==> src/rtl/cp0_exc_ctrl.sv <==
`default_nettype none
// ============================================================================
// Module   : cp0_exc_ctrl
// Brief    : CP0 exception/interrupt controller (SR/Cause/EPC/PRId) at M stage
// Revision : 1.0 - initial release
// ============================================================================
module cp0_exc_ctrl #(
  parameter int          HWINT_W    = 6,
  parameter logic [31:0] PRID_VALUE = 32'h2023_0007
) (
  input  logic               clk,
  input  logic               reset,
  input  logic               M_cp0We,
  input  logic [4:0]         M_cp0Addr,
  input  logic [31:0]        M_cp0WData,
  input  logic [31:0]        M_PC,
  input  logic               M_isBD,
  input  logic [4:0]         M_excCode,
  input  logic               M_isEret,
  input  logic [HWINT_W-1:0] HWInt,
  output logic [31:0]        cp0RData,
  output logic [31:0]        EPC_out,
  output logic               intReq
);

  localparam logic [4:0] c_ADDR_SR    = 5'd12;
  localparam logic [4:0] c_ADDR_CAUSE = 5'd13;
  localparam logic [4:0] c_ADDR_EPC   = 5'd14;
  localparam logic [4:0] c_ADDR_PRID  = 5'd15;

  logic [HWINT_W-1:0] r_im;
  logic [HWINT_W-1:0] r_ip;
  logic               r_exl;
  logic               r_ie;
  logic               r_bd;
  logic [4:0]         r_excCode;
  logic [31:0]        r_epc;

  logic               w_irq;
  logic               w_exc;
  logic               w_intReq;
  logic [31:0]        w_sr;
  logic [31:0]        w_cause;
  logic               w_unused;

  assign w_irq    = r_ie & ~r_exl & (|(HWInt & r_im));
  assign w_exc    = ~r_exl & (M_excCode != 5'd0);
  // Gated by reset so the request falls the moment reset asserts
  assign w_intReq = reset & (w_irq | w_exc);
  assign intReq   = w_intReq;
  assign EPC_out  = r_epc;

  assign w_unused = ^{M_cp0WData[31:16], M_cp0WData[9:2]};

  always_comb begin
    w_sr                  = 32'd0;
    w_sr[10 +: HWINT_W]   = r_im;
    w_sr[1]               = r_exl;
    w_sr[0]               = r_ie;
    w_cause               = 32'd0;
    w_cause[31]           = r_bd;
    w_cause[10 +: HWINT_W] = r_ip;
    w_cause[6:2]          = r_excCode;
  end

  always_comb begin
    case (M_cp0Addr)
      c_ADDR_SR:    cp0RData = w_sr;
      c_ADDR_CAUSE: cp0RData = w_cause;
      c_ADDR_EPC:   cp0RData = r_epc;
      c_ADDR_PRID:  cp0RData = PRID_VALUE;
      default:      cp0RData = 32'd0;
    endcase
  end

  always_ff @(posedge clk or negedge reset) begin
    if (!reset) begin
      r_im      <= '0;
      r_ip      <= '0;
      r_exl     <= 1'b0;
      r_ie      <= 1'b0;
      r_bd      <= 1'b0;
      r_excCode <= 5'd0;
      r_epc     <= 32'd0;
    end else begin
      r_ip <= HWInt;
      if (w_intReq) begin
        // The victim never completes, so its mtc0/eret side effects are dropped
        r_exl     <= 1'b1;
        r_excCode <= w_irq ? 5'd0 : M_excCode;
        r_bd      <= M_isBD;
        r_epc     <= M_isBD ? (M_PC - 32'd4) : M_PC;
      end else begin
        if (M_isEret) begin
          r_exl <= 1'b0;
        end
        if (M_cp0We) begin
          if (M_cp0Addr == c_ADDR_SR) begin
            r_im  <= M_cp0WData[10 +: HWINT_W];
            r_exl <= M_cp0WData[1];
            r_ie  <= M_cp0WData[0];
          end else if (M_cp0Addr == c_ADDR_EPC) begin
            r_epc <= M_cp0WData;
          end
        end
      end
    end
  end

endmodule
`default_nettype wire

==> config.mk <==
export PLATFORM = sky130hd
export DESIGN_NAME = cp0_exc_ctrl
export DESIGN_NICKNAME = d
export VERILOG_FILES = /design/src/rtl/cp0_exc_ctrl.sv
export SDC_FILE = /design/constraint.sdc
export NUM_CORES = 1
export LEC_CHECK = 0
export ABC_CLOCK_PERIOD_IN_PS = 3290
export CAP_MARGIN = 0
export CELL_PAD_IN_SITES_DETAIL_PLACEMENT = 1
export CELL_PAD_IN_SITES_GLOBAL_PLACEMENT = 1
export CORE_UTILIZATION = 31
export CTS_BUF_LIST = sky130_fd_sc_hd__clkbuf_8
export DETAILED_ROUTE_END_ITERATION = 10
export PLACE_DENSITY = 0.91
export SLEW_MARGIN = 20
export SYNTH_ARGS = -nofsm -noshare
export SYNTH_HDL_FRONTEND = slang
export SYNTH_SLANG_ARGS = --single-unit
export TNS_END_PERCENT = 1
==> constraint.sdc <==
create_clock -name clk -period 3.29 [get_ports clk]
set_clock_uncertainty 0.2 [all_clocks]
set_input_delay 0.658 -clock clk [delete_from_list [all_inputs] [get_ports clk]]
set_output_delay 0.658 -clock clk [all_outputs]
set_load 0.01 [all_outputs]
==> impl_metrics.csv <==
group,metric,value,unit
cts,clock_tree.root_cell,"clkbuf_8",
worst_setup_path,end_kind,"primary output",
sta,max_slew_margin,43.5,%
worst_setup_path,startpoint_type,"primary input",
worst_setup_path,cp_common_cell,"clkdlybuf4s50_1",
power_and_ir_drop,power.switching,666,uW
sta,worst_slack,0.0747,ns
die,dieArea,10900,um2
worst_setup_path,slowest_stage,"clkdlybuf4s50_1",
route,ant_nets,0,
cells_and_area,drive_gt1_share,9.92,%
yosys,synthCells,358,
power_and_ir_drop,power_density,401,nW/um2
route,via_per_inst,5.21,
sta,tightest_slew,0.844,ns
yosys,synth_ff_type,"dfrtp_1",
yosys,synthAdderAreaFrac,0.386,%
outcome,status,"completed",
yosys,yosys-mux-area-fraction,7.41,%
yosys,synth_xor_xnor_area_share,7.29,%
yosys,synth_most_common_cell,"dfrtp_1",
power_and_ir_drop,power.internal,1380,uW
yosys,synth_simple_gate_area_share,24.3,%
power_and_ir_drop,ir_drop,0.250,mV
power_and_ir_drop,comb_power_share,38.1,%
sta,rsz0062_at_grt,"yes",
worst_setup_path,cp.arrival,2.36,ns
grt,grt_first_pass_wirelength,19.4,mm
sta,fmax,311,MHz
yosys,synth.area.top_cells,"dfrtp_1 40%, xnor2_1 5.4%, a211oi_1 5.3%",
yosys,syn_area_per_cell,9.06,um2
cts,clkTransAtPathRegs,0.10,ns
cts,cts_num_sinks,52,
route,firstDrtPassIters,4,
grt,antenna_found_initial,1,
yosys,synth_top_family_by_area,"simple AND/OR/NAND/NOR gates",
yosys,ys_async_sr_fraction,100,%
cts,ctsHoldBuffers,0,
placement,dp_slack,-0.135,ns
cts,cts_buffer_depth,2,
yosys,synth_commonest_cells,"52 x dfrtp_1, 37 x nor2_1, 29 x a21oi_1, 26 x nor2b_1, 23 x a211oi_1",
yosys,ys_warn_count,0,
yosys,ys_seq_area_share,40.1,%
cts,numCtsBuffers,5,
die,fp.dieH,104,um
cts,htreeDepth,2,
grt,groute.usage.overall,22.6,%
yosys,synth_edf_count,0,
cts,clk_latency,0.30,ns
yosys,syn_area,3240,um2
worst_setup_path,path_max_fanout,11,
die,die-width,104,um
placement,place_congestion,0.864,
worst_setup_path,cp_slowest_stage_delay,0.53,ns
die,core_region_area,9950,um2
yosys,synth-seq-cells,52,
power_and_ir_drop,p_leak,0.00204,uW
route,drt_wl_total,12.3,mm
die,placementRows,36,
worst_setup_path,worstPathCellList,"clkdlybuf4s50_1 -> and3b_1 -> buf_4 -> and3_1 -> clkdlybuf4s50_1",
worst_setup_path,cp.required,2.43,ns
route,drc,0,
yosys,synth_cell_types,47,
min_path,hold_class,"reg -> reg",
placement,dp_hpwl,9.87,mm
grt,grt_pass1_vias,3607,
yosys,syn_nets,444,
route,wire_per_inst,18.9,um
cts,cts_tree,"yes",
worst_setup_path,path_delay_family,"buffers and inverters",
worst_setup_path,critPathBufInv,3,
cells_and_area,final_util,51.3,%
sta,drv_slew,0,
grt,grt-ovfl-total,0,
yosys,synth_top_cell_area_share,40.1,%
power_and_ir_drop,p_clk_share,18.1,%
grt,grt_max_degree,65,
worst_setup_path,crit_type,"in -> out",
placement,numPortBuffers,149,
sta,post-route-period-util,97.7,%
power_and_ir_drop,netSwitchingFraction,32.5,%
cells_and_area,nets,599,
power_and_ir_drop,seq_power_share,43.8,%
die,pin_count,150,
sta,layout_min_cycle_time,3.22,ns
cells_and_area,syn2layout_area_growth,57.4,%
die,start_util,32.6,%
flow_run,maxCapViolCount,0,
yosys,yosysTopAreaCell,"dfrtp_1",
sta,setup_viol,0,
route,dr.first_iter.drc_count,94,
route,num_vias,3378,
sta,finalHoldViolCount,0,
yosys,synth_compound_area_share,16.9,%
cells_and_area,fill_cells,1163,
worst paths after layout:
check                                    startpoint                       end  slack (ns)  cells after the start
min reg2reg                r_excCode[0]$_DFFE_PN0N_  r_excCode[0]$_DFFE_PN0N_        0.32                      1
min                        r_excCode[0]$_DFFE_PN0N_  r_excCode[0]$_DFFE_PN0N_        0.32                      1
max in group asynchronous                     reset       r_im[2]$_DFFE_PN0P_        2.07                      2
max                                    M_cp0Addr[2]              cp0RData[23]        0.07                      5
min in group asynchronous                     reset   EPC_out[19]$_DFFE_PN0P_        0.35                      2
max reg2reg                     r_im[5]$_DFFE_PN0P_   EPC_out[13]$_DFFE_PN0P_        0.94                      7
stage by stage:
| step | setup TNS (ns) | hold slack (ns) | cells | total power (uW) | area, um2 |
|---|---|---|---|---|---|
| after floorplan | 0 | 0.162 | 358 | 1200 | 3240 |
| final | 0 | 0.319 | 648 | 2050 | 5100 |
| after detailed placement | -0.180 | 0.296 | 639 | 1680 | 4980 |
| after global placement | -0.103 | 0.290 | 639 | 1640 | 4980 |
| after CTS | -0.00301 | 0.319 | 647 | 2060 | 5090 |
| after global routing | -0.0117 | 0.344 | 648 | 2150 | 5100 |
routing by layer:
| layer | track usage, % | vias to the layer above | part of all wire [%] |
|---|---|---|---|
| met4 | 8.16 | 0 | 2.7 |
| met2 | 41.2 | 85 | 52 |
| met3 | 1.94 | 21 | 3.0 |
| met1 | 27.5 | 1675 | 42 |
| li1 | - | 1597 | - |
| met5 | 0 | - | 0 |
final cells by class:
cell class	instances	area [um2]	area share (%)
Inverter	3	11.3	0.221
Clock buffer	6	82.6	1.62
Sequential cell	52	1300	25.5
Tap cell	133	166	3.26
Timing Repair Buffer	172	1690	33.0
Clock inverter	2	7.51	0.147
Antenna cell	1	2.50	0.0490
Multi-Input combinational cell	279	1850	36.2
worst register-to-register path: stages (launching register included):
cell	delay (ns)
dfrtp_1	0.41
a22o_1	0.25
o31ai_4	0.30
a31o_1	0.22
inv_2	0.04
buf_4	0.32
a211oi_1	0.42
a21oi_2	0.05
flip-flops by register name (all words and copies together) (netlist names):
name / cells
EPC_out: 32
r_ie: 1
r_excCode: 5
r_exl: 1
r_ip: 6
r_im: 6
r_bd: 1
power by group through the flow:
stage / Combinational, uW / Sequential (uW) / Clock (uW)
final: 780 / 896 / 371
after global routing: 841 / 908 / 401
after CTS: 787 / 895 / 377
after detailed placement: 776 / 905 / 0
after global placement: 744 / 893 / 0
after floorplan: 293 / 904 / 0
cells by family after synthesis:
| family | Yosys count |
|---|---|
| simple gates | 143 |
| compound gates | 85 |
| flops | 52 |
| xor+xnor | 27 |
| buf+inv | 27 |
| mux | 23 |
| fa+ha+maj | 1 |
repair_timing:
item	CTS	global route
resized for setup	6	6
pin swaps	0	0
endpoints found under the setup margin	6	24
buffers inserted	0	0
cells in the final DEF (no fill, tap or decap), types with 8 or more instances in the layout:
| cell | instances |
|---|---|
| clkdlybuf4s50_1 | 141 |
| dfrtp_1 | 52 |
| nor2_1 | 37 |
| a21oi_1 | 29 |
| nor2b_1 | 24 |
| a211oi_1 | 23 |
| buf_4 | 21 |
| xnor2_1 | 20 |
| nand2_1 | 18 |
| mux2i_1 | 15 |
| and3_1 | 14 |
| nor3_1 | 13 |
| o21ai_1 | 9 |
| mux2_2 | 8 |
Note: power is estimated with default switching activity, not from simulation.
